$ cat src/rtl/fft_pkg.sv
// Shared constants, types and FSM encoding for the 8-point FFT stream controller.
package fft_pkg;

    localparam int unsigned CW      = 32;  // complex word {re, im}
    localparam int unsigned HW      = 16;  // one Q4.11 component
    localparam int unsigned N       = 8;   // FFT size
    localparam int unsigned LOG2N   = 3;
    localparam int unsigned LAT_DEF = 2;   // fft008 register stages

    // Twiddles W^0..W^3, {re, im} in Q4.11
    localparam logic [CW-1:0] TW0 = 32'h0800_0000;
    localparam logic [CW-1:0] TW1 = 32'h05A8_FA58;
    localparam logic [CW-1:0] TW2 = 32'h0000_F801;
    localparam logic [CW-1:0] TW3 = 32'hFA58_FA58;

    typedef enum logic [1:0] {
        FILL  = 2'd0,
        RUN   = 2'd1,
        STALL = 2'd2
    } in_state_e;

    typedef logic [N-1:0][CW-1:0] frame_t;

endpackage

$ cat src/rtl/frame_buf8.sv
// 8 x 32 register file: single indexed write or full-frame parallel load, all entries readable.
module frame_buf8 import fft_pkg::*; (
    input  logic             ck_i,
    input  logic             rst_i,
    input  logic             wr_en_i,
    input  logic [LOG2N-1:0] wr_idx_i,
    input  logic [CW-1:0]    wr_data_i,
    input  logic             ld_en_i,
    input  frame_t           ld_data_i,
    output frame_t           rd_data_o
);

    frame_t mem_q;
    frame_t mem_d;

    // Parallel load wins over an indexed write
    always_comb begin
        mem_d = mem_q;
        if (ld_en_i) begin
            mem_d = ld_data_i;
        end else if (wr_en_i) begin
            mem_d[wr_idx_i] = wr_data_i;
        end
    end

    // Storage with synchronous clear
    always_ff @(posedge ck_i) begin
        if (rst_i) begin
            mem_q <= '0;
        end else begin
            mem_q <= mem_d;
        end
    end

    assign rd_data_o = mem_q;

endmodule

$ cat src/rtl/fft8_stream_ctrl.sv
// Streaming controller around the fft008 datapath: fills an input frame, waits out the
// datapath latency, captures all bins at once and streams them out in bin order.
module fft8_stream_ctrl import fft_pkg::*; #(
    parameter int unsigned LAT = LAT_DEF,
    parameter logic [31:0] W0  = TW0,
    parameter logic [31:0] W1  = TW1,
    parameter logic [31:0] W2  = TW2,
    parameter logic [31:0] W3  = TW3
) (
    input  logic             ck,
    input  logic             rst,
    input  logic             s_valid,
    output logic             s_ready,
    input  logic [CW-1:0]    s_data,
    output logic             m_valid,
    input  logic             m_ready,
    output logic [CW-1:0]    m_data,
    output logic [LOG2N-1:0] m_idx,
    output logic             m_last,
    output logic [CW-1:0]    xi_000,
    output logic [CW-1:0]    xi_001,
    output logic [CW-1:0]    xi_002,
    output logic [CW-1:0]    xi_003,
    output logic [CW-1:0]    xi_004,
    output logic [CW-1:0]    xi_005,
    output logic [CW-1:0]    xi_006,
    output logic [CW-1:0]    xi_007,
    output logic [CW-1:0]    Wi000,
    output logic [CW-1:0]    Wi001,
    output logic [CW-1:0]    Wi002,
    output logic [CW-1:0]    Wi003,
    input  logic [CW-1:0]    fo_000,
    input  logic [CW-1:0]    fo_001,
    input  logic [CW-1:0]    fo_002,
    input  logic [CW-1:0]    fo_003,
    input  logic [CW-1:0]    fo_004,
    input  logic [CW-1:0]    fo_005,
    input  logic [CW-1:0]    fo_006,
    input  logic [CW-1:0]    fo_007,
    output logic [15:0]      frames
);

    localparam int unsigned RW = (LAT < 1) ? 1 : $clog2(LAT + 1);
    localparam logic [LOG2N-1:0] LAST_IDX = LOG2N'(N - 1);

    in_state_e        state_q, state_d;
    logic [LOG2N-1:0] wcnt_q, wcnt_d;
    logic [RW-1:0]    rcnt_q, rcnt_d;
    logic             ovalid_q, ovalid_d;
    logic [LOG2N-1:0] ridx_q, ridx_d;
    logic [15:0]      frames_q, frames_d;

    logic   s_fire_c;
    logic   m_fire_c;
    logic   cap_c;
    frame_t ibuf_rd;
    frame_t obuf_rd;
    frame_t fo_frame;

    assign fo_frame = {fo_007, fo_006, fo_005, fo_004, fo_003, fo_002, fo_001, fo_000};

    // Input FSM, capture decision and output drain bookkeeping
    always_comb begin
        state_d  = state_q;
        wcnt_d   = wcnt_q;
        rcnt_d   = rcnt_q;
        ovalid_d = ovalid_q;
        ridx_d   = ridx_q;
        frames_d = frames_q;

        s_fire_c = (state_q == FILL) && s_valid;
        m_fire_c = ovalid_q && m_ready;
        // Capture into an empty output buffer, or into one whose last bin leaves this cycle
        cap_c    = (state_q == STALL) && (!ovalid_q || (m_fire_c && (ridx_q == LAST_IDX)));

        case (state_q)
            FILL: begin
                if (s_fire_c) begin
                    wcnt_d = wcnt_q + LOG2N'(1);
                    if (wcnt_q == LAST_IDX) begin
                        state_d = RUN;
                        rcnt_d  = '0;
                        wcnt_d  = '0;
                    end
                end
            end
            RUN: begin
                // STALL is entered as rcnt reaches LAT, so fo_* are sampled LAT+1 edges after the last write
                if (rcnt_q == RW'(LAT - 1)) begin
                    state_d = STALL;
                    rcnt_d  = RW'(LAT);
                end else begin
                    rcnt_d  = rcnt_q + RW'(1);
                end
            end
            STALL: begin
                if (cap_c) begin
                    state_d  = FILL;
                    frames_d = frames_q + 16'd1;
                end
            end
            default: begin
                state_d = FILL;
            end
        endcase

        if (m_fire_c) begin
            ridx_d = ridx_q + LOG2N'(1);
            if (ridx_q == LAST_IDX) begin
                ovalid_d = 1'b0;
            end
        end
        if (cap_c) begin
            ovalid_d = 1'b1;
        end
    end

    // Control state registers
    always_ff @(posedge ck) begin
        if (rst) begin
            state_q  <= FILL;
            wcnt_q   <= '0;
            rcnt_q   <= '0;
            ovalid_q <= 1'b0;
            ridx_q   <= '0;
            frames_q <= '0;
        end else begin
            state_q  <= state_d;
            wcnt_q   <= wcnt_d;
            rcnt_q   <= rcnt_d;
            ovalid_q <= ovalid_d;
            ridx_q   <= ridx_d;
            frames_q <= frames_d;
        end
    end

    frame_buf8 ibuf (
        .ck_i      (ck),
        .rst_i     (rst),
        .wr_en_i   (s_fire_c),
        .wr_idx_i  (wcnt_q),
        .wr_data_i (s_data),
        .ld_en_i   (1'b0),
        .ld_data_i ('0),
        .rd_data_o (ibuf_rd)
    );

    frame_buf8 obuf (
        .ck_i      (ck),
        .rst_i     (rst),
        .wr_en_i   (1'b0),
        .wr_idx_i  ('0),
        .wr_data_i ('0),
        .ld_en_i   (cap_c),
        .ld_data_i (fo_frame),
        .rd_data_o (obuf_rd)
    );

    assign s_ready = (state_q == FILL);
    assign m_valid = ovalid_q;
    assign m_data  = obuf_rd[ridx_q];
    assign m_idx   = ridx_q;
    assign m_last  = (ridx_q == LAST_IDX);

    assign xi_000 = ibuf_rd[0];
    assign xi_001 = ibuf_rd[1];
    assign xi_002 = ibuf_rd[2];
    assign xi_003 = ibuf_rd[3];
    assign xi_004 = ibuf_rd[4];
    assign xi_005 = ibuf_rd[5];
    assign xi_006 = ibuf_rd[6];
    assign xi_007 = ibuf_rd[7];

    assign Wi000 = W0;
    assign Wi001 = W1;
    assign Wi002 = W2;
    assign Wi003 = W3;

    assign frames = frames_q;

endmodule

$ cat config.mk
export PLATFORM = sky130hd
export DESIGN_NAME = fft8_stream_ctrl
export DESIGN_NICKNAME = d
export VERILOG_FILES = /design/src/rtl/fft_pkg.sv /design/src/rtl/frame_buf8.sv /design/src/rtl/fft8_stream_ctrl.sv
export SDC_FILE = /design/constraint.sdc
export NUM_CORES = 1
export LEC_CHECK = 0
export ABC_AREA = 0
export CAP_MARGIN = 20
export CORE_MARGIN = 2
export CORE_UTILIZATION = 35
export DETAILED_ROUTE_END_ITERATION = 8
export GPL_TIMING_DRIVEN = 0
export HOLD_SLACK_MARGIN = 0.1
export PLACE_DENSITY = 0.64
export SYNTH_ARGS = -nofsm -noshare
export SYNTH_HDL_FRONTEND = slang
export SYNTH_HIERARCHICAL = 1
export SYNTH_SLANG_ARGS = --single-unit
$ cat constraint.sdc
create_clock -name ck -period 3.2 [get_ports ck]
set_input_delay 0.32 -clock ck [delete_from_list [all_inputs] [get_ports ck]]
set_output_delay 0.32 -clock ck [all_outputs]
set_load 0.01 [all_outputs]
* After elaboration in Yosys (flattened, before gate mapping)
Cells that the tools add are included.
** Storage, ports and cells
- Bits in registers :: 539
- Bits of input ports :: 292
- Output and inout bits :: 438
- Logic and storage cells :: 72
** Cells by class
- Add/subtract/negate cells :: 4
- Order comparisons :: 3
- Equality and inequality tests :: 9
- Mux-type cells :: 18
- Reduce and logical (&&, ||, !) cells :: 16
** Operators by type and width (number)
- $bwmux 256 :: 1
- $bmux 32 s3 :: 1
- $demux 32 s3 :: 1
- $mux 32 :: 2
- $add 16x1->16 const B :: 1
- $mux 2 :: 7
- $lt 3x4->1 const B :: 2
- $add 3x1->3 const B :: 2
- $eq 3x3->1 const B :: 2
- $pmux 2 s3 :: 1
- $reduce_and 2->1 :: 3
- $reduce_bool 2->1 :: 3
- $logic_and 1x1->1 :: 5
- $eq 2x1->1 const B :: 2
- $ne 2x1->1 const B :: 2
- $ne 2x2->1 const B :: 2
- $pmux 2 s2 :: 1
- $reduce_and 4->1 :: 1
- $ge 3x1->1 const B :: 1
- $mux 1 :: 3
- $mux 3 :: 1
- $reduce_and 3->1 :: 1
- $add 2x1->2 const B :: 1
- $eq 2x2->1 const B :: 1
- 3 further kinds :: 3

* Longest topological paths before layout
- Depth after elaboration :: 6
- Gate-level depth with buffers :: 11
- Depth with buffers taken out :: 7

* Hierarchy
The synthesis kept the hierarchy.
** By module, submodules not included
- frame_buf8 :: instances 2, cells each 1191, area an instance 11462.2 sq um, seq. area each 5124.9 sq um
- fft8_stream_ctrl :: instances 1, cells each 387, area an instance 4159.0 sq um, seq. area each 540.5 sq um

* Least setup slack after synthesis
Ideal clock, no wire load.
- Path kind :: reg2reg
- Start :: register ridx_q[0], in the netlist m_idx[0]
- End :: register obuf.mem_q (netlist bit obuf/rd_data_o[10])
- Library setup time :: 0.142 ns
- Arrival :: 2.359 ns
- Data required time :: 3.058 ns
- Path slack :: 0.699 ns
- Cell stages (with the launch flop) :: 11
- Path through :: dfxtp_1 ha_1 ha_1 a21boi_2 nor2_1 buf_2 inv_1 buf_2 buf_1 clkbuf_1 a311oi_1
** On the way
- Cells in the longest elaborated chain, start to end :: 4
** RTL lines
- start, declared :: line fft8_stream_ctrl.sv:50 : logic [LOG2N-1:0] ridx_q, ridx_d;
- start signal, assigned :: line fft8_stream_ctrl.sv:132 : ridx_q <= ridx_d;
- $eq 3x3->1
- via m_last :: line fft8_stream_ctrl.sv:19 : output logic m_last,
- $logic_and 1x1->1 :: line fft8_stream_ctrl.sv:74 : cap_c = (state_q == STALL) && (!ovalid_q || (m_fire_c && (ridx_q == LAST_IDX)));
- $logic_or 1x1->1 :: line fft8_stream_ctrl.sv:74
- $logic_and 1x1->1 :: line fft8_stream_ctrl.sv:74
- via cap_c :: line fft8_stream_ctrl.sv:55 : logic cap_c;
- end signal, assigned :: line frame_buf8.sv:31 : mem_q <= mem_d;
- end, declared :: line frame_buf8.sv:13 : frame_t mem_q;
The timed path passes the listed nets, and every way through them passes these cells.
A chain may end at the register's enable or synchronous reset.

* Worst setup path after layout
- Start :: register ridx_q[1], in the netlist m_idx[1]
- End :: output port m_data[23]
** On the way
- Cells in the longest elaborated chain, start to end :: 2
** RTL lines
- $bmux 32 s3 :: line fft8_stream_ctrl.sv:161 : assign m_data = obuf_rd[ridx_q];
- $mux 32 (implied by the code) :: line fft8_stream_ctrl.sv:161
- end, declared :: line fft8_stream_ctrl.sv:17 : output logic [CW-1:0] m_data,
Every way passes these cells. The select of a mux whose other input is x is not followed.

==> results.cfg <==
[critical_path]
r2r_start = m_idx[1]
cp.required_ps = 2880
crit_path_end_kind = output port
r2r-end = obuf/rd_data_o[15]
crit_chain = clkbuf_8, clkbuf_4, mux4_2, mux2_2, clkdlybuf4s50_1
cp_max_fo = 10
criticalPathCategory = reg -> out
r2r_cells = 10
crit_end = m_data[23]
critPathMaxStageDelay_ps = 480
cp_slowest_cell = clkdlybuf4s50_1
reg2reg_slack_ps = 160
arrival_ps = 2860
crit_path_start = m_idx[1]
crit_path_start_kind = flop

[sta]
relSlewSlack_pct = 46.1
fmax_mhz = 314
hold_viol_final = 0
rsz0062_at_grt = no
min_period_ps = 3180
worstMarginPinSlew_ps = 809
period_share_pct = 99.5
skew_ps = 49.8
setup_viol = 0
slew_violations = 0
setup_tns_ps = 0
whs_ps = 240

[clocking]
clk_latency_ps = 670
cts_tree = yes
root_buffer = clkbuf_16
post_cts_buffers = 0
clkTransAtPathRegs_ps = 60
cts_buffers = 61
clockBufferDepth = 3
h-tree-depth = 2
ctsHoldBuffers = 0
clock-sinks = 539

[power]
power_mw = 17.4
p_per_area_nw_per_um2 = 451
vdd_drop_max_mv = 0.420
leakagePower_nw = 14.6

[synth]
synth_cells = 2769
ys_warn_count = 6
ys_types = 64
yosysSeqAreaShare_pct = 39.8
synth_area_per_cell_um2 = 9.78
synth_seq_cells = 539
synth_edf_count = 0
synth_flop_cell = dfxtp_1
synthArstFlopShare_pct = 0
synth_area_um2 = 27100

[routing]
drtPass1Iterations = 5
vias = 26600
wl_per_cell_um = 23.6
routed_via_density = 5.24
route.detailed.drc = 0
wirelength_um = 120000
drtIter0Drc = 2548
ant_nets = 0

[layout]
drive_above_1_share_pct = 20.9
final_cell_mix = clkdlybuf4s50_1 (601), conb_1 (546), dfxtp_1 (537), o21a_1 (314), o221a_2 (300)
area_growth_pct = 42.5
finalNetCount = 4275
mostFrequentLayoutCell = clkdlybuf4s50_1

[min_path]
worstHoldPathType = in -> reg

[floorplanning]
die_x_um = 282
start_util_pct = 35.1
die_area_um2 = 79600
row_count = 102
core_area_um2 = 77100
die_h_um = 282
ios = 730

[global_route]
grt_max_degree = 18
grt_pass1_vias = 25500
grt_pass1_wl_um = 171000
grt_util_met1_pct = 36.8
grt_most_used_layer = met2
antenna_found_initial = 18
track_usage_pct = 28.9
met2_usage_pct = 47.5
met3_usage_pct = 5.93
grt_overflow_total = 0

[status]
outcome = finished clean

[place]
gp_congestion = 0.933
port_buffers = 601
dp_hpwl_um = 95800

[flow_run]
maxCapViolations = 0
[Yosys cell counts, types with 3 or more instances]
cell       count  area, µm²
o21a_1       314       2360
clkbuf_1     193        724
o2111a_1       4       45.0
a21o_1         5       37.5
buf_1         18       67.6
nor2_1       147        552
a2111oi_2     20        300
o221a_1       10        113
a311oi_1      98        858
nor3_1       182        911
dfxtp_1      539      10800
or2_2         62        388
xnor2_1        5       43.8
a21oi_1       18       90.1
o221a_2      300       3380
inv_1         72        270
buf_4        139       1040
a2111oi_0     46        403
buf_2         77        385
nor4_1        26        163
ha_1           6       75.1
mux4_2        64       1440
o21ai_0        7       35.0
nand2b_1      47        294
nand3_1      108        541
a221oi_1       4       35.0
or3b_2         5       43.8
clkinv_1       4       15.0
and4bb_2       4       50.1
nand4bb_1      4       45.0
nor2b_1       31        194
mux2i_1        3       30.0
a31o_2         6       52.6
xor2_1         4       35.0
nand4_1        3       18.8
mux2_2        34        383
nand2_1      118        443
[state kept, by name (all words and copies together), names as in the netlist]
register / count
frames: 16
m_idx: 3
obuf/rd_data_o: 256
m_valid: 1
rcnt_q: 2
wcnt_q: 3
ibuf/rd_data_o: 256
state_q: 2
[critical path: cells and delay by family, from the launching register on]
| family | cells | cell delay, ps |
|---|---|---|
| flops | 1 | 450 |
| mux | 2 | 730 |
| buf+inv | 3 | 1040 |
[what timing repair did]
item                                    4_1_cts  5_1_grt
gates resized for setup                      44        4
endpoints found under the setup margin      143       50
gates cloned                                  0        0
[worst min-delay path by stage]
stage | start | end | slack (ps) | cells after the start
final | fo_002[25] | obuf/rd_data_o[89] | 240 | 3
after global routing | fo_000[5] | obuf/rd_data_o[5] | 260 | 3
after CTS | fo_002[25] | obuf/rd_data_o[89] | 220 | 3
after detailed placement | obuf/rd_data_o[191] | obuf/rd_data_o[191] | 450 | 1
after global placement | ibuf/rd_data_o[191] | ibuf/rd_data_o[191] | 450 | 1
after floorplan | obuf/rd_data_o[127] | obuf/rd_data_o[127] | 440 | 1
[cell type report]
type | count | area (µm²)
Clock inverter | 23 | 251
Multi-Input combinational cell | 2270 | 15800
Fill cell | 7309 | 38500
Tap cell | 1040 | 1300
Antenna cell | 6 | 15.0
Timing Repair Buffer | 601 | 6020
Inverter | 76 | 285
Clock buffer | 88 | 1760
Sequential cell | 539 | 10800
Buffer | 428 | 2340
[where the power goes]
group          internal [mW]  leakage, nW  switching [mW]
clock                   4.05        0.987            3.08
sequential              7.05         4.43           0.259
combinational           1.44         9.23            1.50
[cells by family (layout without fill, tap and decap cells)]
family	count (synthesis)	in the layout	synth area share, %
muxes	101	101	6.85
AOI/OAI and AO/OA	847	847	28.9
and+or+nand+nor	761	761	14.5
xor gates and xnor gates	9	9	0.291
adders and majority gates	6	6	0.277
DFF	539	539	39.8
other	2	552	0.0277
buffers and inverters	504	1216	9.29
[layer usage]
metal  part of all wire [%]  vias up
met2                     46     1281
li1                       -    12300
met1                     41    12700
met5                   0.11        -
met4                    4.4       22
met3                    8.0      231
[per-stage QoR]
step                      area [µm²]  utilization [%]  std cells  worst slack [ps]
final                          38600             50.1       5071              15.8
after global routing           38600             50.1       5070             0.774
after CTS                      38600             50.0       5065              10.5
after detailed placement       36400             47.3       4954              -287
after global placement         36400             47.3       4954              -304
after floorplan                29100                -       3313               699
(Power assumes the default switching activity.)
